===== config.mk =====
export PLATFORM = sky130hd
export DESIGN_NAME = apb_reg_bank
export DESIGN_NICKNAME = d
export VERILOG_FILES = /design/src/rtl/apb_reg_pkg.sv /design/src/rtl/apb_slv_fsm.sv /design/src/rtl/apb_reg_bank.sv
export SDC_FILE = /design/constraint.sdc
export NUM_CORES = 1
export LEC_CHECK = 0
export ABC_AREA = 0
export CORE_AREA = 2 2 189 191
export CTS_BUF_LIST = sky130_fd_sc_hd__clkbuf_8
export CTS_CLUSTER_SIZE = 14
export DETAILED_ROUTE_END_ITERATION = 16
export DIE_AREA = 0 0 191 193
export GPL_TIMING_DRIVEN = 0
export PLACE_DENSITY_LB_ADDON = 0.2
export SYNTH_ARGS = -nofsm -noshare
export SYNTH_HDL_FRONTEND = slang
export SYNTH_SLANG_ARGS = --single-unit
export TNS_END_PERCENT = 50

===== constraint.sdc =====
create_clock -name pclk -period 7.8 [get_ports pclk]
set_input_delay 0.78 -clock pclk [delete_from_list [all_inputs] [get_ports pclk]]
set_output_delay 0.78 -clock pclk [all_outputs]
set_load 0.01 [all_outputs]

===== src/rtl/apb_reg_pkg.sv =====
// apb_reg_pkg: shared FSM state type, wait counter width and address LSB helper for the APB register bank
package apb_reg_pkg;
  typedef enum logic [1:0] {IDLE, SETUP, ACCESS} apb_state_e;
  localparam int WAIT_W = 4;
  function automatic int addr_lsb(input int data_w);
    return $clog2(data_w / 8);
  endfunction
endpackage


===== src/rtl/apb_slv_fsm.sv =====
// apb_slv_fsm: APB slave phase tracker with a saturating wait-state counter
module apb_slv_fsm
  import apb_reg_pkg::*;
#(
  parameter int WAIT_STATES = 0
) (
  input  logic clk,
  input  logic rst,
  input  logic psel_i,
  input  logic penable_i,
  output logic access_o,
  output logic pready_o
);
  apb_state_e state_q, state_d, phase;
  logic [WAIT_W-1:0] cnt_q, cnt_d;
  logic done;
  // ACCESS only continues while the master keeps psel and penable high; anything else aborts
  assign phase = (state_q == ACCESS && psel_i && penable_i) ? ACCESS :
                 (psel_i && !penable_i) ? SETUP : IDLE;
  assign done = phase == ACCESS && cnt_q == WAIT_W'(WAIT_STATES) && !rst;
  assign state_d = (phase == SETUP || (phase == ACCESS && !done)) ? ACCESS : IDLE;
  assign cnt_d = (phase == ACCESS && !done) ? (&cnt_q ? cnt_q : cnt_q + 1'b1) : '0;
  assign access_o = done;
  assign pready_o = done;
  always_ff @(posedge clk) begin
    if (rst) begin
      state_q <= IDLE;
      cnt_q <= '0;
    end else begin
      state_q <= state_d;
      cnt_q <= cnt_d;
    end
  end
endmodule


===== src/rtl/apb_reg_bank.sv =====
// apb_reg_bank: APB register bank, NUM_REGS-1 RW control words plus one RO status word.
// Define APB_REG_PSTRB_EN to add the pstrb byte-lane write enable port.
module apb_reg_bank
  import apb_reg_pkg::*;
#(
  parameter int DATA_W = 32,
  parameter int NUM_REGS = 8,
  parameter int WAIT_STATES = 0,
  parameter logic [NUM_REGS*DATA_W-1:0] RST_VAL = '0
) (
  input  logic pclk,
  input  logic preset,
  input  logic [31:0] paddr,
  input  logic [DATA_W-1:0] pwdata,
  input  logic psel,
  input  logic penable,
  input  logic pwrite,
`ifdef APB_REG_PSTRB_EN
  input  logic [DATA_W/8-1:0] pstrb,
`endif
  output logic [DATA_W-1:0] prdata,
  output logic pready,
  output logic pslverr,
  input  logic [DATA_W-1:0] sts_in,
  output logic [(NUM_REGS-1)*DATA_W-1:0] ctl_out
);
  localparam int ADDR_LSB = addr_lsb(DATA_W);
  localparam int IDX_W = $clog2(NUM_REGS);
  localparam int STS = NUM_REGS - 1;
  localparam logic [31:0] ALIGN_MASK = (32'd1 << ADDR_LSB) - 32'd1;
  logic [DATA_W-1:0] regs_q [NUM_REGS];
  logic [DATA_W-1:0] bmask, wr_d;
  logic [IDX_W-1:0] idx;
  logic access, err;
  apb_slv_fsm #(.WAIT_STATES(WAIT_STATES)) u_fsm (
    .clk(pclk),
    .rst(preset),
    .psel_i(psel),
    .penable_i(penable),
    .access_o(access),
    .pready_o(pready)
  );
  // the shifted compare also catches any set address bit above the decoded index
  assign idx = paddr[ADDR_LSB +: IDX_W];
  assign err = (paddr & ALIGN_MASK) != 32'd0 || (paddr >> ADDR_LSB) >= 32'(NUM_REGS) ||
               (pwrite && idx == IDX_W'(STS));
  always_comb begin
    bmask = '1;
`ifdef APB_REG_PSTRB_EN
    for (int b = 0; b < DATA_W / 8; b++) bmask[b*8 +: 8] = {8{pstrb[b]}};
`endif
  end
  assign wr_d = (regs_q[idx] & ~bmask) | (pwdata & bmask);
  always_ff @(posedge pclk) begin
    if (preset) begin
      for (int r = 0; r < NUM_REGS; r++) regs_q[r] <= (r == STS) ? '0 : RST_VAL[r*DATA_W +: DATA_W];
    end else begin
      regs_q[STS] <= sts_in;
      for (int r = 0; r < STS; r++)
        if (access && pwrite && !err && idx == IDX_W'(r)) regs_q[r] <= wr_d;
    end
  end
  assign prdata = (pready && !pwrite && !err) ? regs_q[idx] : '0;
  assign pslverr = pready && err;
  genvar i;
  for (i = 0; i < NUM_REGS - 1; i++) begin : g_ctl
    assign ctl_out[i*DATA_W +: DATA_W] = regs_q[i];
  end
endmodule


==> reports/metrics.cfg, run 1 <==
[sta]
fraction_of_the_cycle_the_final_worst_path_needs=0.5748
hold_viol_final=0
finalCriticalPeriod_ns=4.483
grt_setup_unrepaired=false
max_slew_violations=0
timing.slew.headroom=0.2195
maxClockFrequency_ghz=0.2230
finalSetupTns_ns=0
clock_skew_ns=0.01784
worst_slew_pin_slew_ns=1.171
setup_violations=0

[finish]
final_layout_size_suffix_gt1_frac=0.2199
most-common-layout-cells=sky130_fd_sc_hd__clkdlybuf4s50_1 (355), sky130_fd_sc_hd__edfxtp_1 (224), sky130_fd_sc_hd__nand3_1 (196), sky130_fd_sc_hd__nor3_2 (127), sky130_fd_sc_hd__nor2b_1 (96)
mostFrequentLayoutCell=sky130_fd_sc_hd__clkdlybuf4s50_1
syn_to_final_growth_pct=39.36
post_layout_nets=1602
nFillCells=3051

[global_routing]
wire_length_of_the_first_global_routing_pass_um=76830
grt-ovfl-total=0
grt.total_usage=0.2896
antenna_found_initial=2
first_global_vias=11430
grt_start_max_net_pins=20

[floorplanning]
row_count=69
core_box_area_um2=34960
initial_utilization=0.3930
floorplan.die_area_um2=36860
ioPinCount=359
die-width_um=191
die_h_um=193

[critical_path]
cp.required_ns=7.02
timing.critical_path.arrival_ns=3.70
crit_fanout=10
startpoint_type=input port
timing_worst_setup_path_type=input port to output pin
endpoint_kind=output pin

[cts]
cts-buffers-inserted=47
cts_max_level=2
cts.sinks=261
cts_root_buf=sky130_fd_sc_hd__clkbuf_8
cts.clk_slew.worst_paths_ns=0.06
cts.repair.resized=0
post-cts-setup-buffers=0
post_cts_hold_buffer_count=0
tritoncts=done
clock_latency_on_the_worst_skew_pair_ns=0.57
cts-root-to-sink-buffers=3

[route]
drt_pre_antenna_iters=5
routed-wl-met3_um=5062
wl_met1_um=21090
dr.max_layer_used=met5
detail_route.vias_per_cell=5.736
detail_route.wirelength_um=54260
dr_total_vias=11470
routedWlPerCell_um=27.13
route.antenna.remaining_nets=0
met2_wirelength_um=26490
remaining_drc_errors=0
dr.first_iter.drc_count=1204

[synthesis]
syn-instance-count=1081
ys.warnings.count=0
postSynthNetCount=1184
synthDistinctLibCells=34
share_of_synthesized_area_occupied_by_flip_flops_and_latches=0.5434
netlist_area_um2=13740
ys_seq_elements=261
post_synthesis_cell_type_with_the_largest_combined_area=sky130_fd_sc_hd__edfxtp_1
synth_area_per_cell_um2=12.71
ys_top_cells_by_area=sky130_fd_sc_hd__edfxtp_1 (49%), sky130_fd_sc_hd__mux4_2 (10%), sky130_fd_sc_hd__nor3_2 (9.3%)
synth_top_cell_area_share=0.4895

[place]
finalWeightedCongestion=0.8410
place_hpwl_um=39560
portBuffers=355

[run_status]
outcome=finished clean

[power]
pwr_total_mw=3.386
vdd.ir_drop.worst_mv=0.1361
reported_leakage_power_nw=5.906
power-per-cell-area_nw_per_um2=176.8

[flow_run]
max-cap-violations=0

[worst_hold_path]
min-delay-path-class=register to register

==> metrics by stage <==
step                      setup WS (ns)  area (µm²)  instances  hold WS, ns  utilization
after detailed placement          3.380       18230       1911       0.5247       0.5213
after global placement          -0.1446       17870       1897       0.4975       0.5111
final                             3.317       19150       2000       0.5335       0.5476
after CTS                         3.343       19140       1998       0.5327       0.5475
after global routing              3.241       19150       1999       0.5802       0.5476
after floorplan                   3.315       13740       1081       0.4768            -
==> metal layers <==
metal | up-vias | global-route usage
met3 | 134 | 0.05738
met4 | 2 | 0.1011
met1 | 5664 | 0.3740
met5 | - | 0
li1 | 4918 | -
met2 | 753 | 0.4879
==> Yosys cell counts, drive strengths merged <==
master / n
a211oi: 1
a31oi: 2
and2: 33
and3b: 1
and4: 2
buf: 66
clkbuf: 54
clkinv: 1
dfxtp: 37
edfxtp: 224
ha: 2
inv: 3
mux2i: 33
mux4: 64
nand2: 7
nand2b: 2
nand3: 196
nand4: 3
nand4b: 2
nor2: 39
nor2b: 96
nor3: 195
nor3b: 1
nor4: 6
o21ai: 4
o31ai: 3
o41ai: 1
or2: 1
or3b: 1
xnor2: 1
==> sequential cells by signal, summed over array words and instances (netlist names) <==
name           cells
regs_q           256
u_fsm.state_q      1
u_fsm.cnt_q        4
==> path summary, 6_finish.rpt <==
check            startpoint             end  slack [ns]  depth (start not counted)
max               paddr[30]      prdata[19]        3.32                          7
min          u_fsm.cnt_q[3]  u_fsm.cnt_q[3]        0.53                          1
max reg2reg  u_fsm.cnt_q[0]   regs_q[6][29]        4.44                          8
min reg2reg  u_fsm.cnt_q[3]  u_fsm.cnt_q[3]        0.53                          1
==> cell families after synthesis <==
logic type / after synthesis / synth area share
simple gates: 585 / 0.2700
compound gates: 11 / 0.005737
flops: 261 / 0.5434
buf+inv: 124 / 0.04944
xor+xnor: 1 / 0.0006375
mux: 97 / 0.1289
fa+ha+maj: 2 / 0.001821
==> where the power goes <==
group          internal (mW)  total (mW)  switching [mW]
combinational          0.253       0.471           0.218
sequential              1.59        1.64          0.0515
clock                  0.674        1.27           0.599
==> final cells by class <==
type                            instances  area (µm²)  share of cell area
Tap cell                              461       576.8             0.03012
Antenna cell                            2       5.005           0.0002614
Buffer                                120       659.4             0.03444
Clock buffer                           55       757.0             0.03953
Timing Repair Buffer                  369        3825              0.1998
Multi-Input combinational cell        696        5680              0.2967
Inverter                                4       20.02            0.001045
Sequential cell                       261        7467              0.3900
Clock inverter                         32       157.7            0.008233
==> critical path: stages <==
cell	delay, ns
sky130_fd_sc_hd__clkdlybuf4s50_1	0.44
sky130_fd_sc_hd__nor4_1	0.38
sky130_fd_sc_hd__and4_1	0.43
sky130_fd_sc_hd__nand4_1	0.36
sky130_fd_sc_hd__clkbuf_1	0.47
sky130_fd_sc_hd__nor2_1	0.26
sky130_fd_sc_hd__clkdlybuf4s50_1	0.57
Power figures use the tool's default switching activity.
==> run 2: changes to the inputs <==
Clock period 7.8 ns to 4.2 ns, I/O delays scaled along.
==> run 2 against run 1 <==
  * Utilization shrank 0.10 points
  * Die area is the same
  * Non-clock buffer count shrank 2
  * Count of clock-buffer cells in the layout shrank 6
  * First-iteration DRC count shrank 2.7%
  * Sequential cell count is the same
  * Sequential power grew 86%
  * Critical path depth is the same
  * Sequential share of layout area grew 0.074 points
  * Global-route usage grew 0.22 points
==> reports/metrics.cfg, run 2 (synthesis results as in run 1) <==
[run_status]
outcome=finished clean

[finish]
most-common-layout-cells=sky130_fd_sc_hd__clkdlybuf4s50_1 (355), sky130_fd_sc_hd__edfxtp_1 (224), sky130_fd_sc_hd__nand3_1 (196), sky130_fd_sc_hd__nor3_2 (127), sky130_fd_sc_hd__nor2b_1 (96)
max_flop_register=regs_q
final_layout_size_suffix_gt1_frac=0.2164
post_layout_nets=1600
mostFrequentLayoutCell=sky130_fd_sc_hd__clkdlybuf4s50_1
largest_register_ffs=256
syn_to_final_growth_pct=39.09
largestRegisters=regs_q: 256 flops, u_fsm.cnt_q: 4 flops, u_fsm.state_q: 1 flops
nFillCells=3009
layoutNonFillerInstCount=1996

[floorplanning]
floorplan.die_area_um2=36860
row_count=69
core_box_area_um2=34960
die_h_um=193
initial_utilization=0.3930
ioPinCount=359
die-width_um=191

[worst_hold_path]
min-delay-path-class=input port to register
worstHoldPathCells=2

[sta]
fraction_of_the_cycle_the_final_worst_path_needs=0.8890
max_slew_violations=0
timing.slew.headroom=0.2587
grt_setup_unrepaired=false
clock_skew_ns=0.02106
hold_viol_final=0
maxClockFrequency_ghz=0.2678
worst_slew_pin_slew_ns=1.112
finalCriticalPeriod_ns=3.734
holdWs_ns=0.4200
setup_violations=0

[power]
pwr_total_mw=6.287
vdd.ir_drop.worst_mv=0.1904
reported_leakage_power_nw=5.895
power-per-cell-area_nw_per_um2=329.0

[critical_path]
endpoint_kind=output pin
worst-r2r-setup-slack_ns=1.00
crit_fanout=10
reg2regPathDepth=8
termination_of_the_worst_setup_path=prdata[18]
timing.critical_path.arrival_ns=3.31
cp.required_ns=3.78
startpoint_type=input port
timing_worst_setup_path_type=input port to output pin
reg2reg_from=u_fsm.cnt_q[0]
critical_path.startpoint=paddr[8]
critical_path.reg2reg.endpoint=regs_q[6][29]

[global_routing]
grt_start_max_net_pins=20
grt-ovfl-total=0
wire_length_of_the_first_global_routing_pass_um=77550
first_global_vias=11740
grt.total_usage=0.2919
antenna_found_initial=0

[cts]
cts-buffers-inserted=47
cts-root-to-sink-buffers=3
cts_root_buf=sky130_fd_sc_hd__clkbuf_8
cts.sinks=261
cts.clk_slew.worst_paths_ns=0.06
post_cts_hold_buffer_count=0
cts_max_level=2
clock_latency_on_the_worst_skew_pair_ns=0.56
post-cts-setup-buffers=0
tritoncts=done
cts.repair.resized=0

[route]
drt_pre_antenna_iters=6
routedWlPerCell_um=27.21
dr.first_iter.drc_count=1172
route.antenna.remaining_nets=0
detail_route.vias_per_cell=5.749
dr_total_vias=11480
remaining_drc_errors=0
detail_route.wirelength_um=54320

[flow_run]
max-cap-violations=0

[place]
portBuffers=355
placed_cells=1909
finalWeightedCongestion=0.8542
place_hpwl_um=39820

run 2: cell types whose count changed in the layout (fill, tap and decap cells not counted), sizes merged:
cell    before  now
buf         80   78
clkbuf     109  103
inv         14   17
bufinv       1    3
diode        2    1
run 2: stage by stage:
step / setup TNS, ns / worst slack, ns / utilization / instance area [µm²]
after floorplan: -6.515 / -0.1018 / - / 13750
after global placement: -616.69 / -3.491 / 0.5113 / 17880
after detailed placement: 0 / 0.09603 / 0.5207 / 18210
after CTS: 0 / 0.4043 / 0.5465 / 19110
after global routing: 0 / 0.2717 / 0.5465 / 19110
final: 0 / 0.4664 / 0.5466 / 19110
run 2: how the worst min path moves through the flow:
| stage | from | end | slack (ns) |
|---|---|---|---|
| 3_5_place_dp | u_fsm.cnt_q[3] | u_fsm.cnt_q[3] | 0.54 |
| 5_1_grt | sts_in[17] | regs_q[7][17] | 0.40 |
| 4_1_cts | sts_in[17] | regs_q[7][17] | 0.39 |
| 6_report | sts_in[28] | regs_q[7][28] | 0.42 |
| 3_3_place_gp | u_fsm.cnt_q[3] | u_fsm.cnt_q[3] | 0.50 |
| 2_1_floorplan | u_fsm.cnt_q[3] | u_fsm.cnt_q[3] | 0.48 |
run 2: power breakdown:
group | switching [mW] | leakage [nW] | internal (mW)
registers | 0.0956 | 2.44 | 2.95
clock network | 1.10 | 0.513 | 1.27
logic | 0.405 | 2.94 | 0.468
total | 1.60 | 5.89 | 4.69
run 2: critical path, stage by stage:
cell,delay (ns)
sky130_fd_sc_hd__clkdlybuf4s50_1,0.42
sky130_fd_sc_hd__nor4_1,0.43
sky130_fd_sc_hd__and4_1,0.41
sky130_fd_sc_hd__nand4_1,0.33
sky130_fd_sc_hd__clkbuf_1,0.47
sky130_fd_sc_hd__nor2_1,0.23
sky130_fd_sc_hd__clkdlybuf4s50_1,0.59
run 2: metal layers:
metal,vias up,share of wire,GRT usage
li1,4907,-,-
met1,5729,0.39,0.3743
met2,716,0.49,0.4982
met3,123,0.090,0.05882
met4,0,0.026,0.09273
met5,-,0,0
run 2: layout make-up:
| cell class | count | area, µm² | share of cell area |
|---|---|---|---|
| Multi-Input combinational cell | 696 | 5680 | 0.2972 |
| Clock buffer | 49 | 674.4 | 0.03529 |
| Timing Repair Buffer | 367 | 3802 | 0.1990 |
| Buffer | 120 | 659.4 | 0.03450 |
| Tap cell | 461 | 576.8 | 0.03018 |
| Antenna cell | 1 | 2.502 | 0.0001309 |
| Sequential cell | 261 | 7467 | 0.3907 |
| Inverter | 4 | 20.02 | 0.001047 |
| Clock inverter | 37 | 229.0 | 0.01198 |
==> run 3: changes to the inputs <==
Settings changed: CORE_AREA 2 2 189 191 to 2 2 211 171, DIE_AREA 0 0 191 193 to 0 0 213 173.
==> run 3 against run 2 <==
  * Combinational power hardly changed
  * Setup slack worse by 0.017 ns
  * Final cell count is 0.10% higher
  * Final area is 0.45% lower
  * Non-clock buffer count is 1 higher
  * Sequential power hardly changed
  * Count of clock-buffer cells in the layout stayed put
  * Register-to-register slack worse by 0.11 ns
  * Maximum frequency is 0.46% lower
  * Via count is 0.33% lower
  * Sequential share of layout area is 0.18 points higher
==> reports/metrics.cfg, run 3 (synthesis results as in run 1) <==
[critical_path]
startpoint_type=register
cp.required_ns=3.78
timing_worst_setup_path_type=register to output pin
critical_path.reg2reg.endpoint=regs_q[5][21]
reg2regPathDepth=8
critical_path.startpoint=u_fsm.cnt_q[0]
worst-r2r-setup-slack_ns=0.89
crit_fanout=10
cp_cell_sequence=inv_1, ha_1, or3b_1, nor3_1, nand4_1, clkbuf_1, nor2_1, clkdlybuf4s50_1
crit_buf_inv=3
cpLargestDelayFamily=simple AND/OR/NAND/NOR gates
critical-path-slowest-cell=sky130_fd_sc_hd__clkdlybuf4s50_1
timing.critical_path.arrival_ns=3.33
reg2reg_from=u_fsm.cnt_q[0]
endpoint_kind=output pin
cp_slowest_stage_delay_ns=0.57

[sta]
max_slew_violations=0
clock_skew_ns=0.01699
worst_slew_pin_slew_ns=1.095
hold_viol_final=0
finalWorstSetupSlack_ns=0.4490
setup_violations=0
maxClockFrequency_ghz=0.2666
finalSetupTns_ns=0
timing.slew.headroom=0.2699
grt_setup_unrepaired=false
finalCriticalPeriod_ns=3.751
holdWs_ns=0.4159
fraction_of_the_cycle_the_final_worst_path_needs=0.8931

[worst_hold_path]
min_to=regs_q[7][27]
worstHoldPathCells=2
worstHoldStart=sts_in[27]
min-delay-path-class=input port to register

[floorplanning]
floorplan.die_area_um2=36850
ioPinCount=359
die_h_um=173
initial_utilization=0.3974
core_box_area_um2=34570
die-width_um=213
row_count=61

[place]
place_hpwl_um=39270
finalWeightedCongestion=0.8815
portBuffers=355
preCtsSetupSlack_ns=0.2179

[global_routing]
grtUsageMet3=0.07065
grt_start_max_net_pins=21
use_met1=0.4126
grt_busiest_layer=met2
antenna_found_initial=0
first_global_vias=11630
grt.total_usage=0.2914
global_route.usage.met2=0.4449
wire_length_of_the_first_global_routing_pass_um=77670
grt-ovfl-total=0

[route]
route.antenna.remaining_nets=0
dr_total_vias=11440
detail_route.wirelength_um=53920
drt_pre_antenna_iters=7
remaining_drc_errors=0
dr.first_iter.drc_count=1282
routedWlPerCell_um=26.98
detail_route.vias_per_cell=5.724

[run_status]
outcome=finished clean

[finish]
seqCellArea_um2=7467
total_area_of_multi_input_combinational_cells_um2=5680
final_layout_size_suffix_gt1_frac=0.2176
max_flop_register=regs_q
mostFrequentLayoutCell=sky130_fd_sc_hd__clkdlybuf4s50_1
antenna_diode_count=0
largest_register_ffs=256
largestRegisters=regs_q: 256 flops, u_fsm.cnt_q: 4 flops, u_fsm.state_q: 1 flops
most-common-layout-cells=sky130_fd_sc_hd__clkdlybuf4s50_1 (355), sky130_fd_sc_hd__edfxtp_1 (224), sky130_fd_sc_hd__nand3_1 (196), sky130_fd_sc_hd__nor3_2 (127), sky130_fd_sc_hd__nor2b_1 (96)
layout.core_utilization=0.5503
post_layout_nets=1596
nFillCells=2966
syn_to_final_growth_pct=38.46

[cts]
cts-root-to-sink-buffers=3
tritoncts=done
cts_root_buf=sky130_fd_sc_hd__clkbuf_8
post-cts-setup-buffers=0
cts_max_level=2
post_cts_hold_buffer_count=0
cts.clk_slew.worst_paths_ns=0.07
clock_latency_on_the_worst_skew_pair_ns=0.56
cts.repair.resized=0
cts-buffers-inserted=42
cts.sinks=261

[power]
vdd.ir_drop.worst_mv=0.1786
power-per-cell-area_nw_per_um2=322.0
reported_leakage_power_nw=5.841
pwr_total_mw=6.127

[flow_run]
max-cap-violations=0

## run 3: cell types whose count changed in the layout (fill, tap and decap cells not counted)
cell,before,now
sky130_fd_sc_hd__clkinv_2,6,5
sky130_fd_sc_hd__diode_2,1,0
sky130_fd_sc_hd__inv_6,0,1
sky130_fd_sc_hd__buf_6,11,12
sky130_fd_sc_hd__buf_8,11,14
sky130_fd_sc_hd__clkinvlp_4,1,2
sky130_fd_sc_hd__inv_1,17,15
sky130_fd_sc_hd__buf_16,5,3
sky130_fd_sc_hd__bufinv_16,3,1
sky130_fd_sc_hd__clkinv_1,13,7
sky130_fd_sc_hd__buf_12,2,1
## run 3: cell type report
class,instances,area share
clock inverters,28,0.007892
inverters,4,0.001052
flip-flops and latches,261,0.3925
multi-input cells,696,0.2986
repair buffers,368,0.1989
clock buffers,49,0.03545
plain buffers,120,0.03466
well taps,472,0.03104
## run 3: per-stage QoR
stage | cells | area, µm²
final | 1998 | 19030
after global routing | 1998 | 19030
after CTS | 1998 | 19030
after detailed placement | 1921 | 18200
after global placement | 1908 | 17890
after floorplan | 1081 | 13750
## run 3: how the worst max path moves through the flow
stage / end / cells after the start
detailed placement: regs_q[1][21] / 6
finish: prdata[22] / 8
global placement: regs_q[6][22] / 5
global route: prdata[21] / 8
CTS: prdata[22] / 8
floorplan: regs_q[5][0] / 7
## run 3: report_power, final
group          switching, mW  internal, mW  total [mW]
clock network           1.08          1.13        2.21
registers             0.0943          2.95        3.05
logic                  0.408         0.465       0.873
total                   1.58          4.55        6.13
## run 3: worst reg2reg max path: cells and delay by family, from the launching register on
family,cells,cell delay (ns)
simple gates,3,1.09
compound gates,1,1.01
buf+inv,3,0.42
flops,1,0.35
fa+ha+maj,1,0.13
## run 3: routing by layer
metal / routed length (µm) / vias to the layer above
met3: 5913 / 108
met2: 24570 / 783
met1: 22030 / 5647
met5: 0 / -
met4: 1401 / 0
li1: - / 4899
